==> config.mk <==
export PLATFORM = sky130hd
export DESIGN_NAME = vga_fb_arbiter
export DESIGN_NICKNAME = d
export VERILOG_FILES = /design/src/rtl/vga_fb_arbiter.sv
export SDC_FILE = /design/constraint.sdc
export NUM_CORES = 1
export LEC_CHECK = 0
export ABC_AREA = 1
export CORE_ASPECT_RATIO = 1.75
export CORE_MARGIN = 2
export CORE_UTILIZATION = 45
export CTS_CLUSTER_SIZE = 24
export DETAILED_ROUTE_END_ITERATION = 10
export PLACE_DENSITY = 0.72
export RECOVER_POWER = 100
export SETUP_SLACK_MARGIN = 0.15
export SLEW_MARGIN = 20
export SYNTH_ARGS = -nofsm -noshare
export SYNTH_HDL_FRONTEND = slang
export SYNTH_SLANG_ARGS = --single-unit
==> constraint.sdc <==
create_clock -name clk -period 7.8 [get_ports clk]
set_input_delay 2.34 -clock clk [delete_from_list [all_inputs] [get_ports clk]]
set_output_delay 2.34 -clock clk [all_outputs]
set_load 0.01 [all_outputs]
==> src/rtl/vga_fb_arbiter.sv <==
// Framebuffer port arbiter: the VGA prefetch always wins, the writer gets the leftover
// cycles, and each framebuffer pixel is upscaled 2^SCALE_LOG2 times in both axes.
module vga_fb_arbiter #(
    parameter int FB_W       = 160,
    parameter int FB_H       = 120,
    parameter int SCALE_LOG2 = 2,
    parameter int ADDR_W     = 15,
    parameter int RGB_W      = 3
) (
    input  logic              clk,
    input  logic              rst_l,
    input  logic [8:0]        vga_row,
    input  logic [9:0]        vga_col,
    input  logic              vga_display,
    input  logic              wr_req,
    input  logic [ADDR_W-1:0] wr_addr,
    input  logic [RGB_W-1:0]  wr_data,
    output logic              wr_ack,
    output logic              ram_en,
    output logic              ram_we,
    output logic [ADDR_W-1:0] ram_addr,
    output logic [RGB_W-1:0]  ram_wdata,
    input  logic [RGB_W-1:0]  ram_rdata,
    output logic [RGB_W-1:0]  pix_rgb,
    output logic              underrun
);

    localparam logic [ADDR_W-1:0] FBW_A    = ADDR_W'(FB_W);
    localparam logic [ADDR_W-1:0] FBH_A    = ADDR_W'(FB_H);
    localparam logic [ADDR_W-1:0] ONE_A    = ADDR_W'(1);
    localparam logic [ADDR_W:0]   FB_SIZE  = (ADDR_W+1)'(FB_W * FB_H);
    localparam logic [9:0]        ROW_LAST = 10'((FB_H << SCALE_LOG2) - 1);

    typedef enum logic {IDLE, RD_WAIT} state_t;

    state_t             state;
    logic [RGB_W-1:0]   next_pix;
    logic [RGB_W-1:0]   cur_pix;
    logic [ADDR_W-1:0]  tag_addr;
    logic               tag_vld;
    logic [ADDR_W-1:0]  pend_addr;
    logic [ADDR_W-1:0]  disp_reg;

    logic [ADDR_W-1:0]  x_a;
    logic [ADDR_W-1:0]  y_a;
    logic [ADDR_W-1:0]  yn_a;
    logic [9:0]         row_nxt;
    logic [ADDR_W-1:0]  disp_addr;
    logic [ADDR_W-1:0]  target;
    logic               need_rd;
    logic               grant;
    logic               wr_fire;
    logic               load;

    // Beam position to framebuffer address, and the pixel to have ready next.
    always_comb begin
        x_a       = ADDR_W'(vga_col >> SCALE_LOG2);
        y_a       = ADDR_W'(vga_row >> SCALE_LOG2);
        disp_addr = y_a * FBW_A + x_a;
        row_nxt   = {1'b0, vga_row} + 10'd1;
        yn_a      = ({1'b0, vga_row} >= ROW_LAST) ? '0 : ADDR_W'(row_nxt >> SCALE_LOG2);
        if (vga_display) begin
            if (x_a + ONE_A == FBW_A)
                target = (y_a + ONE_A == FBH_A) ? '0 : (y_a + ONE_A) * FBW_A;
            else
                target = disp_addr + ONE_A;
        end else begin
            target = yn_a * FBW_A;
        end
    end

    always_comb begin
        need_rd = (state == IDLE) && (!tag_vld || tag_addr != target);
        grant   = !need_rd && wr_req;
        wr_fire = grant && ({1'b0, wr_addr} < FB_SIZE);
        load    = vga_display && (disp_addr != disp_reg);
    end

    // All outputs are held low while reset is asserted.
    always_comb begin
        wr_ack    = rst_l && grant;
        ram_en    = rst_l && (need_rd || wr_fire);
        ram_we    = rst_l && wr_fire;
        ram_addr  = '0;
        ram_wdata = '0;
        if (rst_l && need_rd) begin
            ram_addr = target;
        end else if (rst_l && wr_fire) begin
            ram_addr  = wr_addr;
            ram_wdata = wr_data;
        end
        pix_rgb = (rst_l && vga_display) ? (load ? next_pix : cur_pix) : '0;
    end

    always_ff @(posedge clk or negedge rst_l) begin
        if (!rst_l) begin
            state     <= IDLE;
            next_pix  <= '0;
            cur_pix   <= '0;
            tag_addr  <= '0;
            tag_vld   <= 1'b0;
            pend_addr <= '0;
            disp_reg  <= '1;
            underrun  <= 1'b0;
        end else begin
            case (state)
                IDLE: begin
                    if (need_rd) begin
                        pend_addr <= target;
                        state     <= RD_WAIT;
                    end else if (wr_fire && tag_vld && wr_addr == tag_addr) begin
                        tag_vld <= 1'b0;
                    end
                end
                RD_WAIT: begin
                    // A write landing on the in-flight address makes the captured data stale.
                    next_pix <= ram_rdata;
                    tag_addr <= pend_addr;
                    tag_vld  <= !(wr_fire && wr_addr == pend_addr);
                    state    <= IDLE;
                end
                default: state <= IDLE;
            endcase
            if (load) begin
                cur_pix  <= next_pix;
                disp_reg <= disp_addr;
                if (!tag_vld || tag_addr != disp_addr)
                    underrun <= 1'b1;
            end
        end
    end

endmodule

==> reports/summary.txt <==
Clock power frac = 17.8%
Post-route ant nets = 0
Starting DRT DRC Count = 445
Maximum fanout along the worst path = 4
Setup tns final = -6080 ps
Global-route wire length before repair = 30200 microns
Multiplexer area fraction after synthesis = 0%
Area Overhead vs Synth = 65.3%
Status = finished with violations
CP arrival = 5790 ps
Crit path capture type = primary output
Placed Cells = 1178
Post-synth top area cell = dfrtp_1
Routed vias = 6724
Nets = 1168
Seq/Total Area, Yosys = 24.6%
Post-synthesis cell type count = 46
GRT Util Overall = 29.3%
PwrDens = 157 mW/mm^2
Root Driver = clkbuf_16
XOR/XNOR Fraction of Synth Area = 11.2%
Combinational family with the most area after synthesis = simple AND/OR/NAND/NOR gates
Final core utilization = 76.2%
Routed length on met3 = 912 microns
Synth top area cells = dfrtp_1, nand2_1, ha_1
Relative slew slack = 60.1%
Pre-antenna DRT Iters = 6
Wire length on met1 = 7170 microns
CP peak stage delay = 550 ps
Worst skew pair latency = 300 ps
Slew @ Worst Pin = 598 ps
I/O pin count = 69
Max IR drop VDD = 0.0874 mV
Final period util = 104%
Initial antenna violation count = 0
Final wirelength = 21600 microns
Max clock buf depth = 2
# setup viols final = 24
Vias per cell = 5.38
Top cell type's share of synthesized area = 17.5%
Synth Area in Compound Gates = 10.4%
Std-Cell Rows = 53
Switch share = 39.8%
P_sw = 0.574 mW
Hold-fix buffers, CTS = 0
Pre-CTS setup slack = -1310 ps
Total gr overflow = 0
GPL Wtd Cong = 0.904
Layout cells sized above 1 = 45.3%
Mapped cell area = 0.00557 sq mm
Comb power frac = 55.7%
Fin. max-slew vios = 0
Die Area = 0.0133 sq mm
Max cap viols = 0
Yosys reg bits = 54
Drt wl/cell = 17.3 microns
Layout fillers = 819
Reg2reg start = tag_addr[2]
Residual DRC = 0
Critical path type = primary input to primary output
Die Ht = 151 microns
Sequential group share of total power = 26.6%
Avg Cell Area, Syn = 6.79 sq um
Post-route insts no fill = 1249
Failing checks = negative setup slack
Antenna fix cells = 0
Worst min-delay path class = flop to flop
Number of global-route vias before repair = 6564
Final hold vios = 0
Synth warn = 0
RSZ-0062 raised after global routing = yes
CTS buffer count = 5
Crit-path leading delay family = simple AND/OR/NAND/NOR gates
Post-synth EDFFs = 0
Clock sink count = 54
Post-Synthesis Cells = 820
Post-synthesis adder-cell area fraction = 9.76%
Core ar. = 0.0121 sq mm
Input/output buffers = 66
Max layer used = met4
Worst path buffer plus inverter count = 8
Die width = 88.1 microns
Worst hold start = next_pix[0]
P_int = 0.869 mW
WP data required = 5460 ps
Critical Path Most Common Cell = nand2_2
Post-layout worst setup margin = -331 ps
Slowest CP cell = fa_2
Dpl hpwl = 13800 microns
Overall power = 1.44 mW
Register area = 0.00137 sq mm
CP Launch Point = vga_row[2]
Worst Clk Skew = 6.93 ps
Post-synthesis simple-gate area fraction = 35.4%
CTS tree = done
Main synth FF type = dfrtp_1
Pin count of the biggest net entering global routing = 45
Crit path launch type = primary input
Multi-input logic area = 0.00478 sq mm
Asr flop ratio synth = 100%
Post-layout minimum cycle time = 8130 ps
Syn nets = 905
Starting density of the core = 46.1%
Met2 wire length = 11600 microns
CTS HTree Levels = 2
P_leak = 4.43 nW
Worst-path clk slew = 70 ps
Peak Freq = 123 MHz
cells in the mapped netlist, types with 2 or more instances:
master,n
a21oi_2,2
o211ai_1,3
a21oi_1,18
nor2_4,3
o21ai_0,57
nor3_1,4
nor4_1,4
inv_2,6
inv_1,92
a221oi_1,3
dfstp_2,15
nor2_2,8
nand3b_1,4
xor2_1,29
o21ai_1,5
buf_6,2
buf_4,2
nand2_1,239
fa_1,4
or2_2,6
dfrtp_1,39
o21bai_1,5
clkinv_1,2
clkbuf_1,5
nand2_2,8
xnor2_1,42
or2_1,2
nand4_1,25
nand3_2,9
nor2_1,58
ha_1,37
nand3_1,60
buf_2,9
cell families (layout without fill, tap and decap cells):
| kind of cell | Yosys count | after routing |
|---|---|---|
| simple gates | 434 | 434 |
| xor+xnor | 71 | 71 |
| other cells | 1 | 1 |
| flops | 54 | 54 |
| buf+inv | 119 | 383 |
| fa+ha+maj | 41 | 41 |
| compound gates | 100 | 100 |
per-stage QoR:
step | instance area, sq um | hold slack (ps)
2_1_floorplan | 5580 | 437
3_3_place_gp | 7440 | 456
3_5_place_dp | 7440 | 459
4_1_cts | 8480 | 503
5_1_grt | 9200 | 515
6_report | 9200 | 499
per-layer routing:
layer  global-route usage (%)  vias up
met1                     28.1     3155
met2                     55.5      280
met5                        0        -
li1                         -     3168
met4                     22.0        0
met3                     2.83      121
cell usage in the layout (no fill, tap or decap), types with 5 or more instances in the layout:
master and instances:
nand2_1 186, buf_4 179, ha_1 12, inv_1 73, buf_6 33, nand2_2 47, inv_2 19, a21oi_1 7
a21oi_2 8, nor2_4 15, dfrtp_1 39, nand3_2 27, buf_2 23, o21ai_1 9, clkdlybuf4s50_1 30, xnor2_1 40
nand2_4 15, o21ai_0 44, a21oi_4 5, nor2_1 37, xor2_1 21, clkbuf_16 6, nand4_1 25, ha_4 24
nand3_1 36, dfstp_2 15, o21ai_2 8, nand3_4 7, or2_2 6, nor2_2 17, xor2_2 6
final timing paths:
kind	slack, ps	cells past startpoint	endpoint
worst max-delay path	-330	28	wr_ack
worst min-delay path	500	2	next_pix[0]
worst max register to register	5110	18	tag_vld
worst min register to register	500	2	next_pix[0]
max in group asynchronous	4880	2	cur_pix[0]
min in group asynchronous	1970	1	tag_addr[10]
power by group through the flow:
stage / Clock [mW] / Sequential (mW) / Combinational [mW]
2_1_floorplan: 0 / 0.366 / 0.330
3_3_place_gp: 0 / 0.380 / 0.566
3_5_place_dp: 0 / 0.382 / 0.578
4_1_cts: 0.259 / 0.378 / 0.678
5_1_grt: 0.268 / 0.387 / 0.859
6_report: 0.256 / 0.383 / 0.804
timing repair:
action | 4_1_cts | 5_1_grt
pin swaps | 88 | 69
gates cloned | 1 | 1
setup buffers | 40 | 21
setup endpoints to repair | 24 | 24
resized for setup | 301 | 125
layout make-up:
type | count | share of cell area, %
Tap cell | 165 | 2.24
Timing Repair Buffer | 275 | 24.8
Clock inverter | 2 | 0.408
Inverter | 100 | 4.31
Sequential cell | 54 | 14.9
Clock buffer | 6 | 1.40
Multi-Input combinational cell | 647 | 52.0
worst min-delay path, cell delays in order, from the launching register on:
cell	delay, ps
dfrtp_1	370
nand2_1	60
nand2_1	50
Note: power is estimated with default switching activity, not from simulation.
